$ cat src/rtl/sram_arbiter.sv
// rtl/sram_arbiter.sv - two-port arbiter in front of one pipelined SRAM controller
// Optional: define SRAM_ARB_FIXED_PRIO_EN for fixed priority (port 0 over port 1) in IDLE.
module sram_arbiter #(
    parameter int ADDR_WIDTH   = 3,
    parameter int DATA_WIDTH   = 32,
    parameter int READ_LATENCY = 2
) (
    input  logic                  clock,
    input  logic                  reset,
    input  logic                  req0,
    input  logic                  req1,
    input  logic                  lock0,
    input  logic                  lock1,
    input  logic                  rw0,
    input  logic                  rw1,
    input  logic [ADDR_WIDTH-1:0] addr0,
    input  logic [ADDR_WIDTH-1:0] addr1,
    input  logic [DATA_WIDTH-1:0] wdata0,
    input  logic [DATA_WIDTH-1:0] wdata1,
    output logic                  gnt0,
    output logic                  gnt1,
    output logic                  rvalid0,
    output logic                  rvalid1,
    output logic [DATA_WIDTH-1:0] rdata0,
    output logic [DATA_WIDTH-1:0] rdata1,
    output logic                  memctrl_enable,
    output logic                  memctrl_rw,
    output logic [ADDR_WIDTH-1:0] memctrl_addr,
    output logic [DATA_WIDTH-1:0] memctrl_write_data,
    input  logic                  dat_ready,
    input  logic [DATA_WIDTH-1:0] memctrl_out_data,
    output logic                  arb_err
);

    typedef enum logic [1:0] {
        ST_IDLE = 2'd0,
        ST_OWN0 = 2'd1,
        ST_OWN1 = 2'd2
    } state_t;

    state_t                  r_state;
    state_t                  w_state_nxt;
    logic                    w_gnt0;
    logic                    w_gnt1;
    logic                    w_prefer0;
    logic [READ_LATENCY-1:0] r_tag_rd;
    logic [READ_LATENCY-1:0] r_tag_port;
    logic                    w_push_rd;
    logic                    w_tail_rd;
    logic                    w_tail_port;
    logic                    w_rsp0;
    logic                    w_rsp1;
    logic                    r_rvalid0;
    logic                    r_rvalid1;
    logic [DATA_WIDTH-1:0]   r_rdata0;
    logic [DATA_WIDTH-1:0]   r_rdata1;
    logic                    r_arb_err;

`ifdef SRAM_ARB_FIXED_PRIO_EN
    assign w_prefer0 = 1'b1;
`else
    logic r_rr_last;

    // Tie goes to whichever port was not granted most recently.
    assign w_prefer0 = r_rr_last;

    always_ff @(posedge clock or negedge reset) begin
        if (!reset) begin
            r_rr_last <= 1'b1;
        end else if (w_gnt0 || w_gnt1) begin
            r_rr_last <= w_gnt1;
        end
    end
`endif

    always_ff @(posedge clock or negedge reset) begin
        if (!reset) begin
            r_state <= ST_IDLE;
        end else begin
            r_state <= w_state_nxt;
        end
    end

    always_comb begin
        w_gnt0      = 1'b0;
        w_gnt1      = 1'b0;
        w_state_nxt = r_state;
        case (r_state)
            ST_IDLE: begin
                if (req0 && req1) begin
                    w_gnt0 = w_prefer0;
                    w_gnt1 = !w_prefer0;
                end else begin
                    w_gnt0 = req0;
                    w_gnt1 = req1;
                end
                if (w_gnt0 && lock0) begin
                    w_state_nxt = ST_OWN0;
                end else if (w_gnt1 && lock1) begin
                    w_state_nxt = ST_OWN1;
                end
            end
            ST_OWN0: begin
                w_gnt0 = req0;
                if (!req0 || !lock0) begin
                    w_state_nxt = ST_IDLE;
                end
            end
            ST_OWN1: begin
                w_gnt1 = req1;
                if (!req1 || !lock1) begin
                    w_state_nxt = ST_IDLE;
                end
            end
            default: begin
                w_state_nxt = ST_IDLE;
            end
        endcase
        // Reset forces the combinational grant path low within the same cycle.
        if (!reset) begin
            w_gnt0 = 1'b0;
            w_gnt1 = 1'b0;
        end
    end

    assign gnt0               = w_gnt0;
    assign gnt1               = w_gnt1;
    assign memctrl_enable     = w_gnt0 | w_gnt1;
    assign memctrl_rw         = w_gnt0 ? rw0 : (w_gnt1 ? rw1 : 1'b0);
    assign memctrl_addr       = w_gnt0 ? addr0 : (w_gnt1 ? addr1 : '0);
    assign memctrl_write_data = w_gnt0 ? wdata0 : (w_gnt1 ? wdata1 : '0);

    assign w_push_rd   = memctrl_enable & !memctrl_rw;
    assign w_tail_rd   = r_tag_rd[READ_LATENCY-1];
    assign w_tail_port = r_tag_port[READ_LATENCY-1];
    assign w_rsp0      = dat_ready & w_tail_rd & !w_tail_port;
    assign w_rsp1      = dat_ready & w_tail_rd & w_tail_port;

    // One tag per cycle, bubbles included, so the tail lines up with dat_ready.
    always_ff @(posedge clock or negedge reset) begin
        if (!reset) begin
            r_tag_rd   <= '0;
            r_tag_port <= '0;
        end else begin
            r_tag_rd[0]   <= w_push_rd;
            r_tag_port[0] <= w_gnt1;
            for (int i = 1; i < READ_LATENCY; i++) begin
                r_tag_rd[i]   <= r_tag_rd[i-1];
                r_tag_port[i] <= r_tag_port[i-1];
            end
        end
    end

    always_ff @(posedge clock or negedge reset) begin
        if (!reset) begin
            r_rvalid0 <= 1'b0;
            r_rvalid1 <= 1'b0;
            r_rdata0  <= '0;
            r_rdata1  <= '0;
            r_arb_err <= 1'b0;
        end else begin
            r_rvalid0 <= w_rsp0;
            r_rvalid1 <= w_rsp1;
            if (w_rsp0) begin
                r_rdata0 <= memctrl_out_data;
            end
            if (w_rsp1) begin
                r_rdata1 <= memctrl_out_data;
            end
            if (dat_ready && !w_tail_rd) begin
                r_arb_err <= 1'b1;
            end
        end
    end

    assign rvalid0 = r_rvalid0;
    assign rvalid1 = r_rvalid1;
    assign rdata0  = r_rdata0;
    assign rdata1  = r_rdata1;
    assign arb_err = r_arb_err;

endmodule

$ cat config.mk
export PLATFORM = sky130hd
export DESIGN_NAME = sram_arbiter
export DESIGN_NICKNAME = d
export VERILOG_FILES = /design/src/rtl/sram_arbiter.sv
export SDC_FILE = /design/constraint.sdc
export NUM_CORES = 1
export LEC_CHECK = 0
export BUFFER_PORTS_ARGS = -buffer_cell sky130_fd_sc_hd__buf_2
export CAP_MARGIN = 25
export CELL_PAD_IN_SITES_DETAIL_PLACEMENT = 0
export CELL_PAD_IN_SITES_GLOBAL_PLACEMENT = 1
export CORE_UTILIZATION = 25
export CTS_CLUSTER_SIZE = 40
export DETAILED_ROUTE_END_ITERATION = 16
export PLACE_DENSITY = 0.74
export SYNTH_ARGS = -nofsm -noshare
export SYNTH_HDL_FRONTEND = slang
export SYNTH_SLANG_ARGS = --single-unit
$ cat constraint.sdc
create_clock -name clock -period 1.7 [get_ports clock]
set_input_delay 0.255 -clock clock [delete_from_list [all_inputs] [get_ports clock]]
set_output_delay 0.255 -clock clock [all_outputs]
set_load 0.02 [all_outputs]
==> impl_metrics.tcl <==
set metrics [dict create \
    outcome "finished, violations left" \
    violations "negative setup slack" \
    floorplan.core_area_um2 12060 \
    hp-class "input pin to async pin" \
    die-height_um 113.4 \
    cts-buffers-inserted 9 \
    std_cell_rows 40 \
    dpl_worst_slack_ns -0.04361 \
    post-synth-top-area-cell "sky130_fd_sc_hd__dfrtp_1" \
    cpMaxStageDelayCell "sky130_fd_sc_hd__or3b_4" \
    timing.critical_path.from_type "flip-flop" \
    place.detailed.hpwl_mm 6.244 \
    port_buffers 216 \
    drt_wl_total_mm 8.743 \
    total_number_of_yosys_warnings 0 \
    drive_gt1_share_pct 58.41 \
    finalNetCount 546 \
    power_density_nw_per_um2 1366 \
    synth.cell_area_um2 3100 \
    synthTopCellsByCount "sky130_fd_sc_hd__dfrtp_1, sky130_fd_sc_hd__mux2_1, sky130_fd_sc_hd__a22o_1" \
    wire_per_inst_um 14.38 \
    final_period_util_pct 117.6 \
    cp_data_arrival_time_ns 1.74 \
    floorplan.initialDensity_pct 25.71 \
    reg_to_reg_end "r_tag_rd[0]$_DFF_PN0_" \
    top_level_ports 217 \
    synth_top_family_by_area "multiplexers" \
    worst_ep_required_time_ns 1.44 \
    number_of_antenna_violations_at_the_first_check_in_global_routing 0 \
    detailedRoute.firstIterationViolations 105 \
    clock_path_buffers 2 \
    timing_max_transition_violations_final 0 \
    worst-r2r-setup-slack_ns 0.29 \
    root_buffer "sky130_fd_sc_hd__clkbuf_16" \
    slew_headroom_pct 45.19 \
    max_stage_delay_ns 0.41 \
    tritoncts_num_sinks 74 \
    worst_skew_pair.late_latency_ns 0.33 \
    antennaDiodeCount 0 \
    path_max_fanout 37 \
    die_width_um 113.4 \
    post-synth-top-area-fraction_pct 58.92 \
    setup_slack_ns -0.2986 \
    globalRouteTotalUtil_pct 13.63 \
    yosys.cell_count.top_type "sky130_fd_sc_hd__dfrtp_1" \
    maximum_number_of_pins_on_one_net_before_global_route_repair 67 \
    synthMuxAreaShare_pct 23.24 \
    drc 0 \
    finish.cell_count_without_fillers 608 \
    post_drt_via_cell_ratio 4.367 \
    grt_setup_unrepaired "true" \
    grt_remaining_overflow 0 \
    area_growth_syn_to_fin_pct 58.35 \
    synth_seq_cells 74 \
    htree_num_levels 3 \
    synthSimpleGateAreaFrac_pct 2.785 \
    power.leakage_uw 0.002660 \
    rr_worst_depth 7 \
    crit_path_end_kind "primary output" \
    worst_path_cell_chain "or3b_4, nand3_4, inv_12, a22o_1, buf_2" \
    worst_slew_pin_slew_ns 0.8222 \
    path_class "flip-flop to primary output" \
    cts_tree "done" \
    power.total_uw 6709 \
    achievable-frequency_ghz 0.5004 \
    synth-compound-area-share_pct 10.86 \
    clock_slew_seen_by_the_registers_of_the_worst_setup_and_hold_paths_ns 0.06 \
    share_of_flip_flops_with_an_asynchronous_set_or_reset_pct 100.0 \
    yosysUniqueCellTypes 19 \
    yosysSeqAreaShare_pct 59.77 \
    report.final.hold_viol_count 0 \
    postSynthNetCount 318 \
    post_synth_fa_ha_maj_area_fraction_pct 0 \
    final.fill_count 1150 \
    dominantRegCellSynth "sky130_fd_sc_hd__dfrtp_1" \
    synthXorXnorAreaFrac_pct 0 \
    die_outline_area_um2 12850 \
    clock-skew-final_ns 0.001978 \
    detail_route.first_pass.iterations 5 \
    place.detailed.instances 583 \
    post_synth.cell_area_avg_um2 14.98 \
    route.vias.total 2655 \
    timing.max_cap.violations 0 \
    power.ir.vdd_worst_v 0.0003939 \
    vias_in_the_first_global_route 2772 \
    crit-reg2reg-launch "r_rr_last$_DFFE_PN1P_" \
    synth_edf_count 0 \
    post_synth_inst_count 207 \
    period_minus_slack_ns 1.999 \
    grt_first_pass_wirelength_mm 13.41 \
    gpl.final_weighted_congestion 0.8562 \
    final_sum_of_negative_setup_slack_ns -10.18 \
    top_cells_by_area_synth "sky130_fd_sc_hd__dfrtp_1, sky130_fd_sc_hd__mux2_1, sky130_fd_sc_hd__a22o_1, sky130_fd_sc_hd__buf_2, sky130_fd_sc_hd__buf_6" \
    ant_nets 0 \
    setup_violations 39 \
]
[flip-flops by register name, indices dropped and copies added (netlist names)]
name        count
rdata0         32
rdata1         32
r_state         2
r_tag_port      2
r_tag_rd        2
arb_err         1
r_rr_last       1
rvalid0         1
rvalid1         1
[routing by layer]
layer | GRT usage [%] | routed length, µm | up-vias | part of all wire, %
li1 | - | - | 1227 | -
met1 | 15.19 | 3549 | 1269 | 41
met2 | 24.38 | 4365 | 146 | 50
met3 | 3.856 | 668 | 13 | 7.6
met4 | 5.614 | 160 | 0 | 1.8
met5 | 0 | 0 | - | 0
[worst max-delay path: cells and delay by family (launching register included)]
family / cells / cell delay [ns]
AO/OA/AOI/OAI: 1 / 0.24
buffers and inverters: 2 / 0.25
AND/OR/NAND/NOR: 2 / 0.53
flip-flops: 1 / 0.38
[cell usage in the layout (no fill, tap or decap)]
master	netlist	final
sky130_fd_sc_hd__buf_2	9	210
sky130_fd_sc_hd__dfrtp_1	73	73
sky130_fd_sc_hd__mux2_1	64	64
sky130_fd_sc_hd__a22o_1	36	36
sky130_fd_sc_hd__clkbuf_16	0	9
sky130_fd_sc_hd__buf_4	0	7
sky130_fd_sc_hd__buf_6	3	7
sky130_fd_sc_hd__bufinv_16	0	4
sky130_fd_sc_hd__buf_12	0	3
sky130_fd_sc_hd__nor2b_2	0	2
sky130_fd_sc_hd__nand3_4	1	2
sky130_fd_sc_hd__nand3b_1	2	2
sky130_fd_sc_hd__inv_2	3	2
sky130_fd_sc_hd__and3_1	2	2
sky130_fd_sc_hd__a21o_1	2	2
sky130_fd_sc_hd__clkinv_4	0	2
sky130_fd_sc_hd__clkinv_2	0	2
sky130_fd_sc_hd__or3b_4	1	1
sky130_fd_sc_hd__inv_12	0	1
sky130_fd_sc_hd__nand2_4	0	1
sky130_fd_sc_hd__o22ai_1	1	1
sky130_fd_sc_hd__nand3_2	0	1
sky130_fd_sc_hd__nand2_1	2	1
sky130_fd_sc_hd__inv_1	1	1
sky130_fd_sc_hd__inv_6	0	1
sky130_fd_sc_hd__inv_8	0	1
sky130_fd_sc_hd__dlygate4sd3_1	0	1
sky130_fd_sc_hd__dfstp_2	1	1
[report_power, final]
group / internal (µW) / switching [µW] / total, µW / leakage (µW)
combinational: 837 / 1220 / 2060 / 0.00157
clock: 1430 / 733 / 2170 / 0.000169
sequential: 2250 / 229 / 2480 / 0.000923
[layout make-up]
type | instances | area [µm²] | area share [%]
multi-input combinational | 115 | 1174 | 23.90
clock inverter | 7 | 117.6 | 2.396
timing repair buffer | 228 | 1252 | 25.51
inverter | 5 | 57.56 | 1.172
clock buffer | 9 | 225.2 | 4.587
timing repair inverter | 2 | 20.02 | 0.4077
tap | 168 | 210.2 | 4.281
sequential | 74 | 1853 | 37.74
[per-stage QoR]
stage	instance area (µm²)	util [%]	hold WS, ns
3_5_place_dp	4379	36.31	0.2174
4_1_cts	4857	40.27	0.01060
3_3_place_gp	4379	36.31	0.2202
2_1_floorplan	3100	-	-0.04059
5_1_grt	4910	40.71	0.02131
6_report	4910	40.71	0.02213
[worst max path at each step]
stage                                start                endpoint  slack (ns)  depth (start not counted)
floorplan           r_state[0]$_DFFE_PN0P_  memctrl_write_data[23]        0.05                          5
finish               r_rr_last$_DFFE_PN1P_   memctrl_write_data[9]       -0.30                          5
global route         r_rr_last$_DFFE_PN1P_   memctrl_write_data[9]       -0.34                          5
CTS                  r_rr_last$_DFFE_PN1P_   memctrl_write_data[9]       -0.32                          5
detailed placement  r_state[0]$_DFFE_PN0P_   memctrl_write_data[9]       -0.04                          5
global placement    r_state[0]$_DFFE_PN0P_  memctrl_write_data[15]       -0.02                          5
[cell families (layout without fill, tap and decap cells)]
family                 after synthesis  in the layout
AO/OA/AOI/OAI                       39             39
buffers and inverters               18            251
flip-flops                          74             74
multiplexers                        64             64
AND/OR/NAND/NOR                     12             12
[repair_timing]
| action | CTS | global route |
|---|---|---|
| buffers inserted | 3 | 3 |
| hold buffers | 1 | 0 |
| endpoints found under the setup margin | 39 | 39 |
| gates resized for setup | 19 | 9 |
| pin swaps | 2 | 4 |
| cloned | 2 | 0 |
| endpoints found under the hold margin | 7 | 0 |
Note: power is estimated with default switching activity, not from simulation.
